[src/rtl/bp_me_burst_pump_out.sv]
// Purpose: serialise FSM header+beats into outbound BedRock burst header/data channels.
// Latency: 1 cycle FSM accept -> msg valid (0 with BP_ME_BURST_PUMP_OUT_CUT_THROUGH_EN defined).
// Backpressure: a full header/data FIFO deasserts fsm_ready_and_o; nothing is dropped.
//
// Header layout (MSB..LSB): msg_type[3:0], size[2:0], addr[paddr_width_p-1:0], payload.
// Message size in bytes is (1 << size).

// Small generic FIFO used for both outbound channels.
module bp_me_burst_pump_out_fifo #(
  parameter int width_p = 8,
  parameter int els_p   = 2
) (
  input  logic               i_clk,
  input  logic               i_reset,
  input  logic               i_enq_v,
  input  logic [width_p-1:0] i_enq_dat,
  output logic               o_enq_rdy,
  output logic               o_deq_v,
  output logic [width_p-1:0] o_deq_dat,
  input  logic               i_deq_rdy
);
  localparam int ptr_w_lp = (els_p > 1) ? $clog2(els_p) : 1;

  logic [width_p-1:0] r_mem [els_p];
  logic [ptr_w_lp-1:0] r_wptr, r_rptr;
  logic [ptr_w_lp:0]   r_count;
  logic                w_push, w_pop;

  assign o_enq_rdy = (r_count != (ptr_w_lp+1)'(els_p));

`ifdef BP_ME_BURST_PUMP_OUT_CUT_THROUGH_EN
  // An empty FIFO passes the incoming beat straight through; it is only stored
  // when the consumer does not take it in the same cycle.
  logic w_empty;
  assign w_empty   = (r_count == '0);
  assign o_deq_v   = w_empty ? i_enq_v : 1'b1;
  assign o_deq_dat = w_empty ? i_enq_dat : r_mem[r_rptr];
  assign w_push    = i_enq_v & o_enq_rdy & ~(w_empty & i_deq_rdy);
  assign w_pop     = ~w_empty & i_deq_rdy;
`else
  assign o_deq_v   = (r_count != '0);
  assign o_deq_dat = r_mem[r_rptr];
  assign w_push    = i_enq_v & o_enq_rdy;
  assign w_pop     = o_deq_v & i_deq_rdy;
`endif

  // Storage write; contents need no reset since validity lives in r_count.
  always_ff @(posedge i_clk) begin
    if (w_push) r_mem[r_wptr] <= i_enq_dat;
  end

  // Pointer and occupancy tracking.
  always_ff @(posedge i_clk) begin
    if (i_reset) begin
      r_wptr  <= '0;
      r_rptr  <= '0;
      r_count <= '0;
    end else begin
      if (w_push) r_wptr <= (r_wptr == ptr_w_lp'(els_p-1)) ? '0 : r_wptr + ptr_w_lp'(1);
      if (w_pop)  r_rptr <= (r_rptr == ptr_w_lp'(els_p-1)) ? '0 : r_rptr + ptr_w_lp'(1);
      case ({w_push, w_pop})
        2'b10:   r_count <= r_count + (ptr_w_lp+1)'(1);
        2'b01:   r_count <= r_count - (ptr_w_lp+1)'(1);
        default: r_count <= r_count;
      endcase
    end
  end
endmodule

module bp_me_burst_pump_out #(
  parameter int          paddr_width_p       = 40,
  parameter int          stream_data_width_p = 64,
  parameter int          block_width_p       = 512,
  parameter int          payload_width_p     = 8,
  parameter logic [15:0] msg_stream_mask_p   = '0,
  parameter logic [15:0] fsm_stream_mask_p   = msg_stream_mask_p,
  parameter int          header_els_p        = 2,
  parameter int          data_els_p          = 2,
  localparam int stream_bytes_lp      = stream_data_width_p / 8,
  localparam int stream_offset_lp     = $clog2(stream_bytes_lp),
  localparam int stream_words_lp      = block_width_p / stream_data_width_p,
  localparam int stream_cnt_width_lp  = (stream_words_lp > 1) ? $clog2(stream_words_lp) : 1,
  localparam int xce_header_width_lp  = 4 + 3 + paddr_width_p + payload_width_p
) (
  input  logic                           clk_i,
  input  logic                           reset_i,
  input  logic [xce_header_width_lp-1:0] fsm_header_i,
  input  logic                           fsm_has_data_i,
  input  logic [stream_data_width_p-1:0] fsm_data_i,
  input  logic                           fsm_v_i,
  output logic                           fsm_ready_and_o,
  output logic [stream_cnt_width_lp-1:0] fsm_cnt_o,
  output logic                           fsm_new_o,
  output logic                           fsm_last_o,
  output logic [xce_header_width_lp-1:0] msg_header_o,
  output logic                           msg_header_v_o,
  input  logic                           msg_header_ready_and_i,
  output logic                           msg_has_data_o,
  output logic [stream_data_width_p-1:0] msg_data_o,
  output logic                           msg_data_v_o,
  input  logic                           msg_data_ready_and_i,
  output logic                           msg_last_o
);
  localparam int cw_lp = stream_cnt_width_lp;

  if ((block_width_p % stream_data_width_p) != 0 || block_width_p < stream_data_width_p) begin : g_param_err
    $error("bp_me_burst_pump_out: block width must be a non-zero multiple of stream width");
  end

  typedef enum logic {e_ready, e_stream} state_e;

  state_e             r_state;
  logic [cw_lp-1:0]   r_beat;   // beats of the current message already accepted
  logic [cw_lp-1:0]   r_cnt;    // wrapped word index of the next beat
  logic [3:0]         w_msg_type;
  logic [2:0]         w_msg_size;
  logic [cw_lp-1:0]   w_crit_word;
  logic               w_fsm_stream, w_msg_stream;
  logic [cw_lp-1:0]   w_fsm_last_idx;
  logic               w_data_enq, w_accept;
  logic               w_hdr_rdy, w_hdr_v, w_dat_rdy, w_dat_v;

  assign w_msg_type   = fsm_header_i[xce_header_width_lp-1 -: 4];
  assign w_msg_size   = fsm_header_i[xce_header_width_lp-5 -: 3];
  assign w_crit_word  = fsm_header_i[payload_width_p + stream_offset_lp +: cw_lp];
  assign w_fsm_stream = fsm_stream_mask_p[w_msg_type];
  assign w_msg_stream = msg_stream_mask_p[w_msg_type];

  function automatic logic [cw_lp-1:0] wrap_inc(input logic [cw_lp-1:0] c);
    return (c == cw_lp'(stream_words_lp-1)) ? '0 : c + cw_lp'(1);
  endfunction

  // Index of the final FSM beat: messages no wider than a beat, or non-streamed types, are one beat.
  always_comb begin
    w_fsm_last_idx = '0;
    if (w_fsm_stream && (int'(w_msg_size) > stream_offset_lp))
      w_fsm_last_idx = cw_lp'((1 << (int'(w_msg_size) - stream_offset_lp)) - 1);
  end

  assign fsm_new_o  = reset_i | (r_state == e_ready);
  assign fsm_last_o = (r_beat == w_fsm_last_idx);
  assign fsm_cnt_o  = reset_i ? '0 : (fsm_new_o ? w_crit_word : r_cnt);

  // Multi-beat msg types carry every beat; otherwise only the final FSM beat holds the data.
  assign w_data_enq      = fsm_has_data_i & (w_msg_stream | fsm_last_o);
  assign fsm_ready_and_o = ~reset_i & (~fsm_new_o | w_hdr_rdy) & (~w_data_enq | w_dat_rdy);
  assign w_accept        = fsm_v_i & fsm_ready_and_o;

  // Message sequencing: beat counter for first/last, word counter wrapping from the critical word.
  always_ff @(posedge clk_i) begin
    if (reset_i) begin
      r_state <= e_ready;
      r_beat  <= '0;
      r_cnt   <= '0;
    end else if (w_accept) begin
      case (r_state)
        e_ready: begin
          if (!fsm_last_o) begin
            r_state <= e_stream;
            r_beat  <= cw_lp'(1);
            r_cnt   <= wrap_inc(w_crit_word);
          end
        end
        e_stream: begin
          r_cnt <= wrap_inc(r_cnt);
          if (fsm_last_o) begin
            r_state <= e_ready;
            r_beat  <= '0;
          end else begin
            r_beat <= r_beat + cw_lp'(1);
          end
        end
        default: r_state <= e_ready;
      endcase
    end
  end

  // Streaming a single FSM beat into many msg beats is not supported.
  assert property (@(posedge clk_i) disable iff (reset_i) fsm_v_i |-> !(w_msg_stream && !w_fsm_stream));

  bp_me_burst_pump_out_fifo #(
    .width_p (xce_header_width_lp + 1),
    .els_p   (header_els_p)
  ) u_hdr_fifo (
    .i_clk     (clk_i),
    .i_reset   (reset_i),
    .i_enq_v   (w_accept & fsm_new_o),
    .i_enq_dat ({fsm_header_i, fsm_has_data_i}),
    .o_enq_rdy (w_hdr_rdy),
    .o_deq_v   (w_hdr_v),
    .o_deq_dat ({msg_header_o, msg_has_data_o}),
    .i_deq_rdy (msg_header_ready_and_i)
  );

  bp_me_burst_pump_out_fifo #(
    .width_p (stream_data_width_p + 1),
    .els_p   (data_els_p)
  ) u_dat_fifo (
    .i_clk     (clk_i),
    .i_reset   (reset_i),
    .i_enq_v   (w_accept & w_data_enq),
    .i_enq_dat ({fsm_data_i, fsm_last_o}),
    .o_enq_rdy (w_dat_rdy),
    .o_deq_v   (w_dat_v),
    .o_deq_dat ({msg_data_o, msg_last_o}),
    .i_deq_rdy (msg_data_ready_and_i)
  );

  assign msg_header_v_o = w_hdr_v & ~reset_i;
  assign msg_data_v_o   = w_dat_v & ~reset_i;
endmodule

[config.mk]
export PLATFORM = sky130hd
export DESIGN_NAME = bp_me_burst_pump_out
export DESIGN_NICKNAME = d
export VERILOG_FILES = /design/src/rtl/bp_me_burst_pump_out.sv
export SDC_FILE = /design/constraint.sdc
export NUM_CORES = 1
export LEC_CHECK = 0
export BUFFER_PORTS_ARGS = -buffer_cell sky130_fd_sc_hd__buf_2
export CAP_MARGIN = 25
export CORE_MARGIN = 2
export CORE_UTILIZATION = 39
export DETAILED_ROUTE_END_ITERATION = 10
export GPL_TIMING_DRIVEN = 0
export SETUP_SLACK_MARGIN = 0.3
export SLEW_MARGIN = 20
export SYNTH_ARGS = -nofsm -noshare
export SYNTH_HDL_FRONTEND = slang
export SYNTH_SLANG_ARGS = --single-unit
[constraint.sdc]
create_clock -name clk_i -period 10.24 [get_ports clk_i]
set_input_delay 2.048 -clock clk_i [delete_from_list [all_inputs] [get_ports clk_i]]
set_output_delay 2.048 -clock clk_i [all_outputs]
set_load 0.1 [all_outputs]
After elaboration in Yosys (flattened, before gate mapping)
Memories as Yosys holds them, arrays and structs flattened. A register that Yosys moved wholly into a read port is not among the register bits.
Index checks and enable logic that the tools add are counted.
W data, S select, Z words.
{"block": "totals", "ff_bits": 15, "ramBits": 242, "mem_bits_ro": 16, "out_inout_bits": 129, "elab_cells": 90, "memories": 3}
{"block": "op_classes", "add_sub_neg": 13, "n_lt_le_gt_ge": 2, "eq_ne": 10, "shift": 1, "n_mux": 26, "bitwise": 20, "reduce_logical": 6}
{"name": "u_dat_fifo.r_mem", "words": 2, "width": 65, "rd": 1, "rd_clocked_by_memory_dff": 1, "wr": 1, "line": "24", "source": "logic [width_p-1:0] r_mem [els_p];"}
{"name": "u_hdr_fifo.r_mem", "words": 2, "width": 56, "rd": 1, "rd_clocked_by_memory_dff": 1, "wr": 1, "line": "24"}
{"name": "(name not given)", "words": 16, "width": 1, "rd": 1, "rd_clocked_by_memory_dff": 0, "wr": 0, "line": "127", "source": "assign w_msg_stream = msg_stream_mask_p[w_msg_type];"}
{"op": "$shl A1 B32 Y3 const A", "n": 1}
{"op": "$mux W3", "n": 8}
{"op": "$mux W1", "n": 14}
{"op": "$and A1 B1 Y1", "n": 12}
{"op": "$pmux W3 S2", "n": 2}
{"op": "$add A3 B1 Y3 const B", "n": 3}
{"op": "$pmux W2 S2", "n": 2}
{"op": "$reduce_bool A2 Y1", "n": 4}
{"op": "$eq A3 B3 Y1 const B", "n": 2}
{"op": "$ne A2 B2 Y1 const B", "n": 3}
{"op": "$lt A4 B5 Y1 const B", "n": 1}
{"op": "$add A1 B1 Y1 const B", "n": 4}
{"op": "$add A2 B1 Y2 const B", "n": 2}
{"op": "$eq A2 B1 Y1 const B", "n": 2}
{"op": "$eq A2 B2 Y1 const B", "n": 2}
{"op": "$not A1 Y1", "n": 4}
{"op": "$or A1 B1 Y1", "n": 4}
{"op": "$sub A2 B1 Y2 const B", "n": 2}
{"op": "$sub A3 B2 Y4 const B", "n": 1}
{"op": "$eq A3 B3 Y1", "n": 1}
{"op": "$gt A3 B2 Y1 const B", "n": 1}
{"op": "$sub A3 B2 Y3 const B", "n": 1}
{"op": "$reduce_and A2 Y1", "n": 1}
{"op": "$logic_and A1 B1 Y1", "n": 1}

Depth between registers and ports, before layout
{"block": "depth", "depth_word": 15, "mapped_depth": 10, "ltp_nobuf": 10}

Cells and area by module
A second synthesis with hierarchy kept.
{"block": "hier_totals", "cells_unflattened": 490, "area_unflattened_um2": 9693.0}
{"mod": "bp_me_burst_pump_out_fifo at u_dat_fifo", "instances": 1, "cells_each": 226, "area_each_um2": 4906.0, "seq_area_each_um2": 4003.8}
{"mod": "bp_me_burst_pump_out_fifo at u_hdr_fifo", "instances": 1, "cells_each": 198, "area_each_um2": 4256.6, "seq_area_each_um2": 3463.3}
{"mod": "bp_me_burst_pump_out", "instances": 1, "cells_each": 66, "area_each_um2": 530.5, "seq_area_each_um2": 140.1}

Least setup slack after synthesis
Ideal clock, no wire load.
{"block": "synth_path", "path_kind": "input to output", "from": "input reset_i", "to": "output fsm_ready_and_o", "arrival_time_ns": 4.279, "setup_slack_ns": 3.913, "cell_stages": 2, "path_buffers": 1, "path_cell_list": "clkbuf_1 -> nor3_1"}
{"block": "synth_via", "elab_chain_cells": 5}
{"element": "start, declared", "line": "86", "source": "input logic reset_i,"}
{"element": "$or A1 B1 Y1", "line": "140", "source": "assign fsm_new_o = reset_i | (r_state == e_ready);"}
{"element": "$not A1 Y1", "line": "146", "source": "assign fsm_ready_and_o = ~reset_i & (~fsm_new_o | w_hdr_rdy) & (~w_data_enq | w_dat_rdy);"}
{"element": "$or A1 B1 Y1", "line": "146"}
{"element": "$and A1 B1 Y1 (*) (2 in a row)", "line": "146"}
{"element": "end, declared", "line": "91", "source": "output logic fsm_ready_and_o,"}
Mark *: on every way between the ends. The rest lies on a longest branch, timed or not.

Worst setup path in the final report
{"block": "layout_path", "from": "input reset_i", "to": "output msg_header_v_o"}
{"block": "layout_via", "elab_chain_cells": 2}
{"element": "$not A1 Y1", "line": "209", "source": "assign msg_header_v_o = w_hdr_v & ~reset_i;"}
{"element": "$and A1 B1 Y1", "line": "209"}
{"element": "end, declared", "line": "96", "source": "output logic msg_header_v_o,"}
Every way passes these cells.

==> results.md <==
* Clock-pin slew on the worst setup and hold paths at 0.06 ns
* GPL Wtd Cong at around 0.78
* CTS buffer count at 28
* EDFF count, synth at around 240
* MaxCap Viol Count at 0
* Net count after synthesis at ~630
* # DRC at 0
* Pwr Density at about 270 mW/mm2
* Worst Tran Pin Value at ~0.56 ns
* Vias at 5393
* Die X at roughly 160 um
* Placed cell area at 0.0116 mm2
* Antenna Nets Post-Route at 0
* Synth top area share at around three quarters
* H-tree depth at 1
* CTS resizes at 0
* Tmin final at ~5.2 ns
* Kind of critical path: in2out
* Critical Path Start Type: input pin
* Top FF cell, synth: edfxtp_1
* #FFs+latches synth at 259
* Net count, final at roughly 920
* Static Leakage at between 4 and 5 nW
* CP Cell Sequence: clkbuf_1, clkbuf_1, nor2_1, buf_2
* Die ar. at between 0.02 and 0.03 mm2
* Syn_area_per_cell at 19.6 um2
* Max Root-Sink Buffers at 3
* Period utilisation layout at 51.1%
* Detailed placement HPWL at 14200 um
* Clk root buf: clkbuf_16
* Post-Synthesis Cells at 495
* Worst hold margin at a little over 0.5 ns
* Filler Cells Inserted at about 2100
* Combinational Power Share at a little over a third
* Largest cells by area after synthesis: edfxtp_1 (75%), mux2_2 (14%), dfxtp_1 (3.5%), ha_1 (1.0%), nor2_1 (0.81%)
* Worst hold endpoint: u_dat_fifo.r_rptr$_SDFFE_PP0P_
* I/O Pins at around 250
* P&R area growth vs syn at 28.4%
* Status: finished, final reports clean
* Int Power at approximately 0.0020 W
* Initial antenna violation count at 1
* Grt ovf at 0
* Mapped cell area at 0.00972 mm2
* R2r startpoint: r_beat[0]$_SDFFE_PP0P_
* Layout cell share with drive strength beyond 1 at 55.2%
* Commonest non-fill, non-tap cell in the layout: buf_2
* Async SR Flop Fraction at 0%
* Distinct cell type count after synthesis at 35
* CP bufs+invs at 3
* Largest net degree at the start of global routing at 55
* Global-route wire length before repair at approximately 30000 um
* Sink Count at between 200 and 300
* Slew Limit Fails at 0
* Setup Buffers After CTS at 0
* Insertion delay to the later sink of the worst-skew pair at around 0.53 ns
* Row count at 57
* Core Area at approximately 0.024 mm2
* F_max at 191 MHz
* Seq pwr share at 36.5%
* WP data arrival at between 3 and 4 ns
* Setup Viol. Count Final at 0
* Total GRT Usage at between 10% and 20%
* Via density at between 4 and 5
* Crit path max-delay cell type: clkbuf_1
* Critical path's top delay family: buffers and inverters
* IO Port Bufs at around 250
* Max-slew headroom at approximately 62%
* Worst Setup SP: reset_i
* Worst reg-to-reg setup slack at 7.64 ns
* Final Cell Area at ~0.012 mm2
* Largest area contributor in the netlist: edfxtp_1
* Vias in the first global route at around 5700
* Critical Path Sink Type: output pin
* CTS tree: built
* Setup Skew at about 0.018 ns
* Critical Path Max Stage Delay at between 0.4 and 0.5 ns
* Hold-fix buffers, CTS at 0
* Routed WL at between 15000 and 20000 um
* Hold Path Stages at 2
* Critical path required time at a little over 8 ns
* P_sw at around 0.0014 W
* Sequential area share after synthesis at 78.3%
* Peak supply drop at 0.000148 V
* RSZ-0062 raised after global routing: false
* Min-Delay Startpoint: u_dat_fifo.r_rptr$_SDFFE_PP0P_
* Setup TNS at 0 ns
* Die Ht at about 160 um
* Non-Filler Instances at about 1100
* Initial Util at approximately two fifths
* Most frequent cells in the layout: buf_2 (263), edfxtp_1 (242), mux2_2 (121)
* Worst r2r dst: u_hdr_fifo.r_mem[1][31]$_DFFE_PP_
* Final Hold Vio Count at 0
* Synth warn at 0
* Number of placed cells counting well taps at about 1100
* Clk pwr share at approximately 28%
* Hold crit path type: reg2reg
* Net Sw Frac at 40.5%
* Iteration count of the initial detailed-routing pass at 4
* R2R depth at 7
* Critical Path Fanout Max at 10
* WL per Instance at between 15 and 20 um
* Most frequent CP cell: clkbuf_1
* DRT iter0 DRCs at ~340
-- power groups by stage --
stage | clock network, W | logic (W) | registers, W
after floorplan | 0 | 0.00104 | 0.00127
after global placement | 0 | 0.00122 | 0.00127
after detailed placement | 0 | 0.00124 | 0.00127
after CTS | 0.000969 | 0.00124 | 0.00125
after global routing | 0.00101 | 0.00128 | 0.00125
final | 0.000939 | 0.00123 | 0.00125
-- worst max-delay path by stage --
stage | to | slack, ns | cells past startpoint
4_1_cts | msg_header_v_o | 5.01 | 4
6_report | msg_header_v_o | 5.01 | 4
2_1_floorplan | fsm_ready_and_o | 3.91 | 2
5_1_grt | msg_header_v_o | 4.86 | 4
3_5_place_dp | msg_header_v_o | 5.01 | 4
3_3_place_gp | u_dat_fifo.r_mem[1][22]$_DFFE_PP_ | 2.66 | 5
-- registers in the layout, summed over array words and instances (netlist names), named ones only --
register / cells
r_beat: 3
r_cnt: 3
u_dat_fifo.r_mem: 130
u_hdr_fifo.r_rptr: 1
u_hdr_fifo.r_mem: 112
u_dat_fifo.r_count: 2
u_hdr_fifo.r_count: 2
u_hdr_fifo.r_wptr: 1
r_state: 1
u_dat_fifo.r_rptr: 1
u_dat_fifo.r_wptr: 1
-- routing by layer --
| metal | global-route usage, % | wire (um) | vias to the layer above |
|---|---|---|---|
| li1 | - | - | 2517 |
| met1 | 17.3 | 7910 | 2621 |
| met2 | 24.8 | 9420 | 226 |
| met3 | 5.67 | 2240 | 29 |
| met4 | 3.98 | 316 | 0 |
| met5 | 0 | 0 | - |
-- synth_stat cells, types with 2 or more instances --
cell type	instances
a211oi_1	3
nand3_1	3
mux2_2	121
clkbuf_1	6
xor2_1	2
inv_2	2
buf_2	11
nand2b_2	2
nor2_1	21
o21ai_0	12
inv_1	5
or3_1	5
edfxtp_1	242
nand2b_1	3
nor2b_1	4
dfxtp_1	17
ha_1	8
mux2i_1	3
xnor2_1	5
a21oi_1	5
-- worst min-delay path, cell delays in order (launching register included) --
cell and delay [ns]:
dfxtp_1 0.32, xnor2_1 0.09, nor2_1 0.08
-- logic make-up after synthesis --
kind of cell             share of synthesized area [%]
AO/OA/AOI/OAI                                     1.71
XOR/XNOR                                         0.631
adder cells (fa/ha/maj)                           1.03
buffers and inverters                             1.07
flip-flops                                        78.3
multiplexers                                      14.3
AND/OR/NAND/NOR                                   2.95
-- area by class of cell --
type / count / area [um2] / share of cell area (%)
Clock buffer: 39 / 763 / 6.12
Inverter: 7 / 28.8 / 0.231
Timing Repair Buffer: 260 / 1460 / 11.7
Sequential cell: 259 / 7610 / 61.0
Multi-Input combinational cell: 212 / 2030 / 16.3
Clock inverter: 10 / 98.8 / 0.792
Antenna cell: 2 / 5.00 / 0.0401
Tap cell: 324 / 405 / 3.25
Buffer: 17 / 77.6 / 0.622
-- metrics by stage --
stage | utilization (%) | setup WS, ns | power, W
global route | 51.1 | 4.86 | 0.00354
CTS | 51.1 | 5.01 | 0.00346
finish | 51.1 | 5.01 | 0.00342
global placement | 46.7 | 2.66 | 0.00249
floorplan | - | 3.91 | 0.00231
detailed placement | 47.6 | 5.01 | 0.00251
Note: power is estimated with default switching activity, not from simulation.
